--- src/rtl/pwm_serializer.sv ---
// Fixed-frequency PWM generator: percentage duty word (0..100) to a one-bit PWM output.
// Optional macro PWM_STROBE_EN adds the period_start output (first cycle of each period).
module pwm_serializer #(
   parameter int unsigned SYS_FREQ_HZ   = 100_000_000,
   parameter int unsigned PULSE_FREQ_HZ = 1_000_000,
   parameter int unsigned DUTY_W        = 7
) (
   input  logic              clk,
   input  logic              reset,
   input  logic [DUTY_W-1:0] duty_cycle,
   output logic              signal
`ifdef PWM_STROBE_EN
   ,
   output logic              period_start
`endif
);

   localparam int unsigned PERIOD   = SYS_FREQ_HZ / PULSE_FREQ_HZ;
   localparam int unsigned CNT_W    = $clog2(PERIOD);
   localparam int unsigned THR_W    = $clog2(PERIOD + 1);
   localparam int unsigned PROD_W   = DUTY_W + THR_W;
   localparam int unsigned MAX_DUTY = 100;

   if (PERIOD < 2) begin : g_period_check
      $error("pwm_serializer: SYS_FREQ_HZ / PULSE_FREQ_HZ must be at least 2");
   end

   logic [CNT_W-1:0]  cnt_q, cnt_d;
   logic [THR_W-1:0]  thr_q, thr_d;
   logic              signal_q, signal_d;
   logic              wrap_c;
   logic [PROD_W-1:0] duty_ext;
   logic [PROD_W-1:0] prod;
   logic [THR_W-1:0]  thr_target;

   assign wrap_c = (cnt_q == CNT_W'(PERIOD - 1));

   // Clamped duty scaled to counter cycles; only consumed on the wrap edge.
   always_comb begin
      duty_ext = PROD_W'(duty_cycle);
      if (duty_ext > PROD_W'(MAX_DUTY)) begin
         duty_ext = PROD_W'(MAX_DUTY);
      end
      prod       = duty_ext * PROD_W'(PERIOD);
      thr_target = THR_W'(prod / PROD_W'(MAX_DUTY));
   end

   // Next-state: counter wraps, threshold reloads at the wrap, output follows next values.
   always_comb begin
      cnt_d    = cnt_q + CNT_W'(1);
      thr_d    = thr_q;
      if (wrap_c) begin
         cnt_d = '0;
         thr_d = thr_target;
      end
      signal_d = (THR_W'(cnt_d) < thr_d);
   end

   always_ff @(posedge clk) begin
      if (reset) begin
         cnt_q    <= '0;
         thr_q    <= '0;
         signal_q <= 1'b0;
      end else begin
         cnt_q    <= cnt_d;
         thr_q    <= thr_d;
         signal_q <= signal_d;
      end
   end

   assign signal = signal_q;

`ifdef PWM_STROBE_EN
   logic strobe_q;
   logic strobe_d;

   assign strobe_d = (cnt_d == '0);

   // Reset loads cnt==0, so the strobe flop presets high; the reset input masks it while asserted.
   always_ff @(posedge clk) begin
      if (reset) begin
         strobe_q <= 1'b1;
      end else begin
         strobe_q <= strobe_d;
      end
   end

   assign period_start = strobe_q & ~reset;
`endif

endmodule

--- config.mk ---
export PLATFORM = sky130hd
export DESIGN_NAME = pwm_serializer
export DESIGN_NICKNAME = d
export VERILOG_FILES = /design/src/rtl/pwm_serializer.sv
export SDC_FILE = /design/constraint.sdc
export NUM_CORES = 1
export LEC_CHECK = 0
export ABC_AREA = 1
export CAP_MARGIN = 30
export CELL_PAD_IN_SITES_DETAIL_PLACEMENT = 0
export CELL_PAD_IN_SITES_GLOBAL_PLACEMENT = 1
export CORE_MARGIN = 5
export CORE_UTILIZATION = 45
export DETAILED_ROUTE_END_ITERATION = 8
export GPL_ROUTABILITY_DRIVEN = 0
export GPL_TIMING_DRIVEN = 0
export PLACE_DENSITY = 0.78
export SLEW_MARGIN = 20
export SYNTH_ARGS = -nofsm -noshare
export SYNTH_HDL_FRONTEND = slang
export SYNTH_SLANG_ARGS = --single-unit
--- constraint.sdc ---
create_clock -name clk -period 11.9 [get_ports clk]
set_input_delay 2.38 -clock clk [delete_from_list [all_inputs] [get_ports clk]]
set_output_delay 2.38 -clock clk [all_outputs]
set_load 0.005 [all_outputs]
==> summary.txt, run 1 <==
Status
  • Outcome: finished, final reports clean

STA
  • Setup repair after global routing missed its margin: no
  • Fin. Hold Viols: 0
  • Pin slew with the least headroom to its limit: 0.584 ns
  • Max transition margin: 61.1%
  • Setup slack after layout: 0.987 ns
  • Maximum clock frequency: 91.6 MHz
  • Post-route setup TNS: 0 ns
  • Worst-case hold slack: 0.508 ns
  • Final Cycle Share: 91.7%
  • Worst-case clock skew: 0.00583 ns
  • Max-slew violation count: 0
  • Count of endpoints failing setup in the final report: 0
  • Shortest period the worst path allows: 10.91 ns

Floorplanning
  • Ports: 10
  • Die Width: 102 µm
  • Core outline area: 8260 µm²
  • Y dimension of the die: 102 µm
  • Initial core utilization: 46.3%
  • Standard-cell rows: 33
  • Area enclosed by the die boundary: 10400 µm²

Detailed routing
  • Amount of wire on met3 after detailed routing: 151 µm
  • Routed via count: 3902
  • Routed wire length: 9290 µm
  • Routed wl met2: 4260 µm
  • Count of TritonRoute iterations in the first routing pass: 5
  • Drt initial violations: 141
  • Remaining routing DRC violations: 0
  • Top metal layer carrying routed signals: met4
  • Routed length on met1: 4820 µm
  • Detailed-route wire length per cell: 12.2 µm
  • DRT antenna net count: 0
  • Avg Vias per Cell: 5.12

Final layout
  • Inserted Diodes: 0
  • Net total in the final layout: 707
  • Final-layout fill cell count: 906
  • Layout cell share with drive strength beyond 1: 17.4%
  • Footprint of the multi-input gates: 3100 µm²
  • Filler-free cell count of the finished design: 762
  • Layout area overhead: 8.81%
  • Area of all sequential standard cells: 300 µm²

Yosys
  • Number of warning messages in the yosys log: 0
  • #FFs+latches synth: 15
  • Synthesized instance count: 639
  • Nets in the synthesized netlist: 688
  • Number of different library cells in the post-synthesis netlist: 44
  • Post-Synthesis Mean Instance Area: 5.98 µm²
  • Dominant synthesized flop cell: sky130_fd_sc_hd__dfxtp_1
  • Post-synth design cell area: 3820 µm²
  • Number of enable flip-flop cells after synthesis: 0
  • Async set or reset register ratio after synthesis: 0%
  • Sequential fraction of the synthesis area: 7.86%

Worst setup path
  • Arrival time of the worst setup path: 11.09 ns
  • Required time of the critical path: 12.08 ns
  • Critical path capture point type: flip-flop
  • CP delay by family, top: simple AND/OR/NAND/NOR gates
  • Critical path's slowest cell: sky130_fd_sc_hd__fa_1
  • Stage delay of the slowest cell on the critical path: 0.52 ns
  • Critical setup path kind: primary input to flip-flop
  • CP max FO: 10
  • CP Launch Type: primary input
  • Worst Path Buf+Inv: 12
  • Cell occurring most often along the worst timing path: sky130_fd_sc_hd__nand2_1

Place
  • Final HPWL DP: 7770 µm
  • Number of instances in the placed design: 753
  • Port Buffers: 9
  • Post-placement setup slack: 0.459 ns

CTS
  • CTS Root Cell: sky130_fd_sc_hd__clkbuf_8
  • Clock net sink count: 15
  • Maximum clock path buffer count: 2
  • Clk Latency, worst-skew pair: 0.25 ns
  • # H-tree levels: 1
  • Clock tree from TritonCTS: yes
  • CTS buffer count: 3
  • Clock-pin slew on the worst setup and hold paths: 0.06 ns

Global route
  • Maximum number of pins on one net before global-route repair: 11
  • Total gr overflow: 0
  • Tot GR Track Use: 18.6%
  • Global-route wire length before repair: 16300 µm
  • Number of antenna violations at the first check in global routing: 0
  • Number of global-route vias before repair: 3683

Worst hold path
  • Worst hold-check path type: flip-flop to flip-flop

Flow run
  • Max-cap violations: 0
## routing by layer
metal / track usage, % / vias up
li1: - / 2114
met1: 26.1 / 1747
met2: 32.3 / 35
met3: 0.956 / 6
met4: 2.52 / 0
met5: 0 / -
## cells in the final DEF, fill, tap and decap left out, types with 3 or more instances in the layout
master / instances
sky130_fd_sc_hd__nand2_1: 165
sky130_fd_sc_hd__inv_1: 86
sky130_fd_sc_hd__nor2_1: 58
sky130_fd_sc_hd__nand3_1: 57
sky130_fd_sc_hd__ha_1: 37
sky130_fd_sc_hd__nand2_2: 32
sky130_fd_sc_hd__nand4_1: 29
sky130_fd_sc_hd__a21oi_1: 22
sky130_fd_sc_hd__xor2_1: 19
sky130_fd_sc_hd__dfxtp_1: 15
sky130_fd_sc_hd__inv_2: 12
sky130_fd_sc_hd__o21ai_0: 12
sky130_fd_sc_hd__nand3_2: 11
sky130_fd_sc_hd__clkdlybuf4s50_1: 9
sky130_fd_sc_hd__nand2_4: 8
sky130_fd_sc_hd__nor2_2: 7
sky130_fd_sc_hd__nor2_4: 7
sky130_fd_sc_hd__buf_4: 6
sky130_fd_sc_hd__nor3_1: 6
sky130_fd_sc_hd__o21ai_2: 6
sky130_fd_sc_hd__nor4_1: 5
sky130_fd_sc_hd__o21ai_1: 5
sky130_fd_sc_hd__clkbuf_1: 4
sky130_fd_sc_hd__nand3_4: 4
sky130_fd_sc_hd__or2_2: 4
sky130_fd_sc_hd__buf_6: 3
sky130_fd_sc_hd__o211ai_1: 3
sky130_fd_sc_hd__clkbuf_8: 3
## cell families (layout without fill, tap and decap cells)
logic type | count (synthesis) | after routing | synth area share (%)
AND/OR/NAND/NOR | 397 | 397 | 52.5
buffers and inverters | 109 | 127 | 11.7
AO/OA/AOI/OAI | 56 | 56 | 9.17
adder cells (fa/ha/maj) | 40 | 40 | 13.5
XOR/XNOR | 21 | 21 | 5.01
flip-flops | 15 | 15 | 7.86
multiplexers | 1 | 1 | 0.262
## cell usage after synthesis (all sizes together) (2+ instances only)
master	n	area share [%]
inv	98	9.6
xor2	20	4.8
or2	5	0.82
nand3	72	12
o21ai	25	4.3
clkbuf	4	0.39
nand4	29	4.7
dfxtp	15	7.9
nor4	5	0.82
nor2	72	8.9
o211ai	3	0.59
buf	6	1.6
nor3	7	1.0
ha	38	12
nand2	205	24
fa	2	1.0
a21oi	24	3.5
## path summary, 6_finish.rpt
| kind | endpoint | slack (ns) | cells after the start | startpoint |
|---|---|---|---|---|
| min reg2reg | thr_q[5] | 0.51 | 2 | thr_q[5] |
| max | signal | 0.99 | 69 | duty_cycle[6] |
| min | thr_q[5] | 0.51 | 2 | thr_q[5] |
| max reg2reg | signal | 9.23 | 12 | cnt_q[0] |
## through the flow
step                      cell area, µm²  util (%)
after floorplan                     3820         -
after detailed placement            4040      49.0
after global routing                4160      50.3
final                               4160      50.3
after CTS                           4090      49.5
after global placement              4040      49.0
## tightest hold or removal path, stage by stage, from the launching register on
cell	delay, ns
sky130_fd_sc_hd__dfxtp_1	0.30
sky130_fd_sc_hd__mux2i_1	0.08
sky130_fd_sc_hd__nor2_1	0.09
## layout make-up
cell class | instances | area share [%]
well taps | 105 | 3.16
clock inverters | 1 | 0.120
inverters | 99 | 8.94
plain buffers | 10 | 1.84
multi-input cells | 515 | 74.7
clock buffers | 3 | 0.993
repair buffers | 14 | 3.07
flip-flops and latches | 15 | 7.22
## repair_timing
action | in CTS | in global routing
gates resized for setup | 0 | 7
buffers inserted | 0 | 5
hold buffers | 0 | 0
endpoints found under the setup margin | 0 | 1
## flip-flops by register name, indices dropped and copies added (netlist names)
signal	cells
thr_q	7
cnt_q	7
signal	1
Power of run 1 is not shown: default switching activity piles up to over one toggle a cycle in this logic, so the estimate is an artifact.
==> inputs of run 2 (changes only) <==
--- a/config.mk
+++ b/config.mk
@@ -10,11 +10,12 @@
 export CELL_PAD_IN_SITES_DETAIL_PLACEMENT = 0
 export CELL_PAD_IN_SITES_GLOBAL_PLACEMENT = 1
 export CORE_MARGIN = 5
-export CORE_UTILIZATION = 45
+export CORE_UTILIZATION = 40
+export CTS_CLUSTER_SIZE = 28
 export DETAILED_ROUTE_END_ITERATION = 8
 export GPL_ROUTABILITY_DRIVEN = 0
 export GPL_TIMING_DRIVEN = 0
-export PLACE_DENSITY = 0.78
+export PLACE_DENSITY = 0.7
 export SLEW_MARGIN = 20
 export SYNTH_ARGS = -nofsm -noshare
 export SYNTH_HDL_FRONTEND = slang
==> run 2 against run 1 <==
  * Count of clock-buffer cells in the layout is 1 higher
  * Final cell count is 2.8% higher
  * Register-to-register slack hardly changed
==> summary.txt, run 2 (synthesized netlist as in run 1, its figures left out) <==
Status
  • Outcome: finished, final reports clean

Floorplanning
  • Ports: 10
  • Die Width: 108 µm
  • Core outline area: 9280 µm²
  • Y dimension of the die: 108 µm
  • Initial core utilization: 41.2%
  • Area enclosed by the die boundary: 11600 µm²
  • Standard-cell rows: 35

STA
  • Post-route setup TNS: 0 ns
  • Max-slew violation count: 0
  • Max transition margin: 61.7%
  • Fin. Hold Viols: 0
  • Pin slew with the least headroom to its limit: 0.575 ns
  • Count of endpoints failing setup in the final report: 0
  • Shortest period the worst path allows: 10.95 ns
  • Maximum clock frequency: 91.3 MHz
  • Worst-case clock skew: 0.00243 ns
  • Setup repair after global routing missed its margin: no
  • Final Cycle Share: 92.0%

Detailed routing
  • Detailed-route wire length per cell: 12.0 µm
  • Count of TritonRoute iterations in the first routing pass: 4
  • Remaining routing DRC violations: 0
  • Avg Vias per Cell: 4.89
  • DRT antenna net count: 0
  • Drt initial violations: 195
  • Routed wire length: 9400 µm
  • Routed via count: 3831

Global route
  • Number of global-route vias before repair: 3542
  • Maximum number of pins on one net before global-route repair: 11
  • Global-route wire length before repair: 16200 µm
  • Tot GR Track Use: 16.5%
  • Number of antenna violations at the first check in global routing: 0
  • Total gr overflow: 0

Final layout
  • Layout cell share with drive strength beyond 1: 16.7%
  • Net total in the final layout: 704
  • Layout area overhead: 8.91%
  • Highest-count cells in the layout ignoring fill and taps: sky130_fd_sc_hd__nand2_1 (165), sky130_fd_sc_hd__inv_1 (86), sky130_fd_sc_hd__nor2_1 (58)
  • Most common cell after layout, fill and taps aside: sky130_fd_sc_hd__nand2_1
  • Core occupancy in the finished layout: 44.8%
  • Inserted Diodes: 0
  • Final-layout fill cell count: 1055

Worst setup path
  • Worst Path Buf+Inv: 13
  • CP delay by family, top: simple AND/OR/NAND/NOR gates
  • Required time of the critical path: 12.08 ns
  • Critical setup path kind: primary input to flip-flop
  • Arrival time of the worst setup path: 11.13 ns
  • Stage delay of the slowest cell on the critical path: 0.52 ns
  • Critical path capture point type: flip-flop
  • Critical path's slowest cell: sky130_fd_sc_hd__fa_1
  • CP max FO: 10
  • CP Launch Type: primary input
  • Cell occurring most often along the worst timing path: sky130_fd_sc_hd__nand2_1

CTS
  • Clock tree from TritonCTS: yes
  • CTS Root Cell: sky130_fd_sc_hd__clkbuf_8
  • Clock net sink count: 15
  • CTS buffer count: 3
  • # H-tree levels: 1
  • Maximum clock path buffer count: 2
  • Clk Latency, worst-skew pair: 0.25 ns
  • Hold_buf cts: 0
  • Clock-pin slew on the worst setup and hold paths: 0.06 ns

Worst hold path
  • Worst hold-check path type: flip-flop to flip-flop

Place
  • Port Buffers: 9
  • Final HPWL DP: 7920 µm

Flow run
  • Max-cap violations: 0
run 2: stage by stage:
stage,cells,hold WS (ns),setup slack [ns],cell area [µm²]
after floorplan,639,0.461,2.25,3820
after global placement,777,0.485,0.475,4070
after detailed placement,777,0.504,0.446,4070
after CTS,781,0.520,0.673,4120
after global routing,783,0.549,0.0191,4160
final,783,0.520,0.948,4160
run 2: routing by layer:
metal	GRT usage [%]	routed length (µm)	part of all wire (%)	up-vias
li1	-	-	-	2102
met1	23.5	4840	51	1676
met2	28.1	4310	46	48
met3	1.02	212	2.3	5
met4	1.80	39	0.41	0
met5	0	0	0	-
run 2: worst paths after layout:
path | slack (ns) | cells after the start | end | startpoint
min reg2reg | 0.52 | 2 | thr_q[5] | thr_q[5]
max reg2reg | 9.24 | 10 | signal | cnt_q[0]
max | 0.95 | 64 | signal | duty_cycle[5]
min | 0.52 | 2 | thr_q[5] | thr_q[5]
run 2: tightest hold or removal path: stages (launching register included):
cell	delay (ns)
sky130_fd_sc_hd__dfxtp_1	0.30
sky130_fd_sc_hd__mux2i_1	0.09
sky130_fd_sc_hd__nor2_1	0.09
run 2: area by class of cell:
type	count	area, µm²	share of cell area, %
inverters	99	372	8.93
flip-flops and latches	15	300	7.22
multi-input cells	515	3100	74.5
repair buffers	11	105	2.53
plain buffers	10	76.3	1.83
well taps	129	161	3.88
clock buffers	4	45.0	1.08
run 2: what timing repair did:
| item | in CTS | in global routing |
|---|---|---|
| setup endpoints to repair | 0 | 1 |
| gates resized for setup | 0 | 6 |
| buffers inserted | 0 | 2 |
| hold endpoints to repair | 0 | 0 |
Power of run 2 is left out for the same reason.
==> inputs of run 3 (changes only) <==
--- a/config.mk
+++ b/config.mk
@@ -13,10 +13,10 @@
 export CORE_UTILIZATION = 40
 export CTS_CLUSTER_SIZE = 28
 export DETAILED_ROUTE_END_ITERATION = 8
+export DONT_BUFFER_PORTS = 1
 export GPL_ROUTABILITY_DRIVEN = 0
 export GPL_TIMING_DRIVEN = 0
-export PLACE_DENSITY = 0.7
-export SLEW_MARGIN = 20
+export PLACE_DENSITY = 0.68
 export SYNTH_ARGS = -nofsm -noshare
 export SYNTH_HDL_FRONTEND = slang
 export SYNTH_SLANG_ARGS = --single-unit
==> run 3 against run 2 <==
  * Core utilization down 1.4 points
  * Design area decreased by 3.2%
  * Routed wire length fell by 1.1%
  * Via count is 0.60% lower
  * Critical path depth decreased by 11
  * Worst setup slack improved by 0.37 ns
  * Sequential share of layout area up 0.24 points
  * Sequential cell count did not move
  * Highest routed layer unchanged
  * Fmax up 3.5%
  * Non-clock buffer count down 11
  * Worst hold slack worse by 0.012 ns
  * Clock skew grew 0.0020 ns
==> summary.txt, run 3 (synthesized netlist as in run 1, its figures left out) <==
Detailed routing
  • Count of TritonRoute iterations in the first routing pass: 4
  • Drt initial violations: 156
  • Remaining routing DRC violations: 0
  • Routed wire length: 9300 µm
  • Avg Vias per Cell: 4.93
  • Routed via count: 3808
  • Detailed-route wire length per cell: 12.0 µm
  • DRT antenna net count: 0

Worst setup path
  • Critical path capture point type: flip-flop
  • Required time of the critical path: 12.08 ns
  • Stage delay of the slowest cell on the critical path: 0.57 ns
  • Critical path's slowest cell: sky130_fd_sc_hd__fa_1
  • Arrival time of the worst setup path: 10.76 ns
  • Critical setup path kind: primary input to flip-flop
  • Worst Path Buf+Inv: 12
  • CP Launch Type: primary input
  • CP max FO: 10
  • Cell occurring most often along the worst timing path: sky130_fd_sc_hd__nand2_1
  • CP delay by family, top: simple AND/OR/NAND/NOR gates

STA
  • Setup repair after global routing missed its margin: no
  • Count of endpoints failing setup in the final report: 0
  • Maximum clock frequency: 94.5 MHz
  • Shortest period the worst path allows: 10.58 ns
  • Pin slew with the least headroom to its limit: 0.616 ns
  • Final Cycle Share: 88.9%
  • Worst-case clock skew: 0.00448 ns
  • Post-route setup TNS: 0 ns
  • Max transition margin: 58.9%
  • Max-slew violation count: 0
  • Fin. Hold Viols: 0

CTS
  • # H-tree levels: 1
  • Hold_buf cts: 0
  • Clock tree from TritonCTS: yes
  • Clk Latency, worst-skew pair: 0.25 ns
  • Post-CTS sizing: 0
  • CTS buffer count: 3
  • CTS Root Cell: sky130_fd_sc_hd__clkbuf_8
  • Maximum clock path buffer count: 2
  • Post-CTS Setup Bufs: 0
  • Clock-pin slew on the worst setup and hold paths: 0.06 ns
  • Clock net sink count: 15

Flow run
  • Max-cap violations: 0

Floorplanning
  • Initial core utilization: 41.2%
  • Area enclosed by the die boundary: 11600 µm²
  • Core outline area: 9280 µm²
  • Die Width: 108 µm
  • Standard-cell rows: 35
  • Ports: 10
  • Y dimension of the die: 108 µm

Place
  • Port Buffers: 0
  • Final HPWL DP: 7920 µm

Final layout
  • Layout area overhead: 5.44%
  • Inserted Diodes: 0
  • Net total in the final layout: 693
  • Layout cell share with drive strength beyond 1: 16.2%
  • Most common cell after layout, fill and taps aside: sky130_fd_sc_hd__nand2_1
  • Highest-count cells in the layout ignoring fill and taps: sky130_fd_sc_hd__nand2_1 (166), sky130_fd_sc_hd__inv_1 (87), sky130_fd_sc_hd__nor2_1 (58), sky130_fd_sc_hd__nand3_1 (58), sky130_fd_sc_hd__ha_1 (38)

Status
  • Outcome: finished, final reports clean

Global route
  • Global-route wire length before repair: 16500 µm
  • Total gr overflow: 0
  • Number of antenna violations at the first check in global routing: 0
  • Number of global-route vias before repair: 3614
  • Maximum number of pins on one net before global-route repair: 11
  • Tot GR Track Use: 16.8%

Worst hold path
  • Worst hold-check path type: flip-flop to flip-flop
[run 3: cell types whose count changed in the layout (fill, tap and decap cells not counted), sizes merged]
cell / delta
buf: -2
clkbuf: -1
clkdlybuf4s50: -9
clkinv: +1
[run 3: final cells by class]
type,count,area (µm²)
clock inverters,1,5.00
clock buffers,3,41.3
inverters,99,372
plain buffers,10,76.3
flip-flops and latches,15,300
multi-input cells,515,3070
well taps,129,161
fillers,1052,5260
[run 3: metrics by stage]
step | std cells | utilization [%] | instance area, µm² | setup slack, ns | hold slack [ns]
finish | 772 | 43.4 | 4030 | 1.32 | 0.509
global route | 772 | 43.4 | 4030 | 0.306 | 0.541
CTS | 772 | 43.4 | 4030 | 1.20 | 0.515
detailed placement | 768 | 42.9 | 3980 | 1.00 | 0.498
global placement | 768 | 42.9 | 3980 | 0.996 | 0.485
floorplan | 639 | - | 3820 | 2.25 | 0.461
[run 3: worst register-to-register path, delay by kind of cell (launching register included)]
kind	cells	cell delay (ns)
fa+ha+maj	2	0.52
compound gates	4	0.58
buf+inv	3	0.69
flops	1	0.35
simple gates	1	0.51
[run 3: path summary, 6_finish.rpt]
check	start	endpoint	slack, ns	cells past startpoint
hold / removal	thr_q[5]	thr_q[5]	0.51	2
setup reg to reg	cnt_q[0]	signal	9.18	10
hold reg to reg	thr_q[5]	thr_q[5]	0.51	2
setup / recovery	duty_cycle[5]	signal	1.32	53
[run 3: per-layer routing]
metal  vias up  wire (µm)  global-route usage, %
met5         -          0                      0
met4         0         75                   2.16
met3        10        201                   1.20
met2        41       4160                   28.5
met1      1678       4860                   23.9
li1       2079          -                      -
Power of run 3 is left out for the same reason.
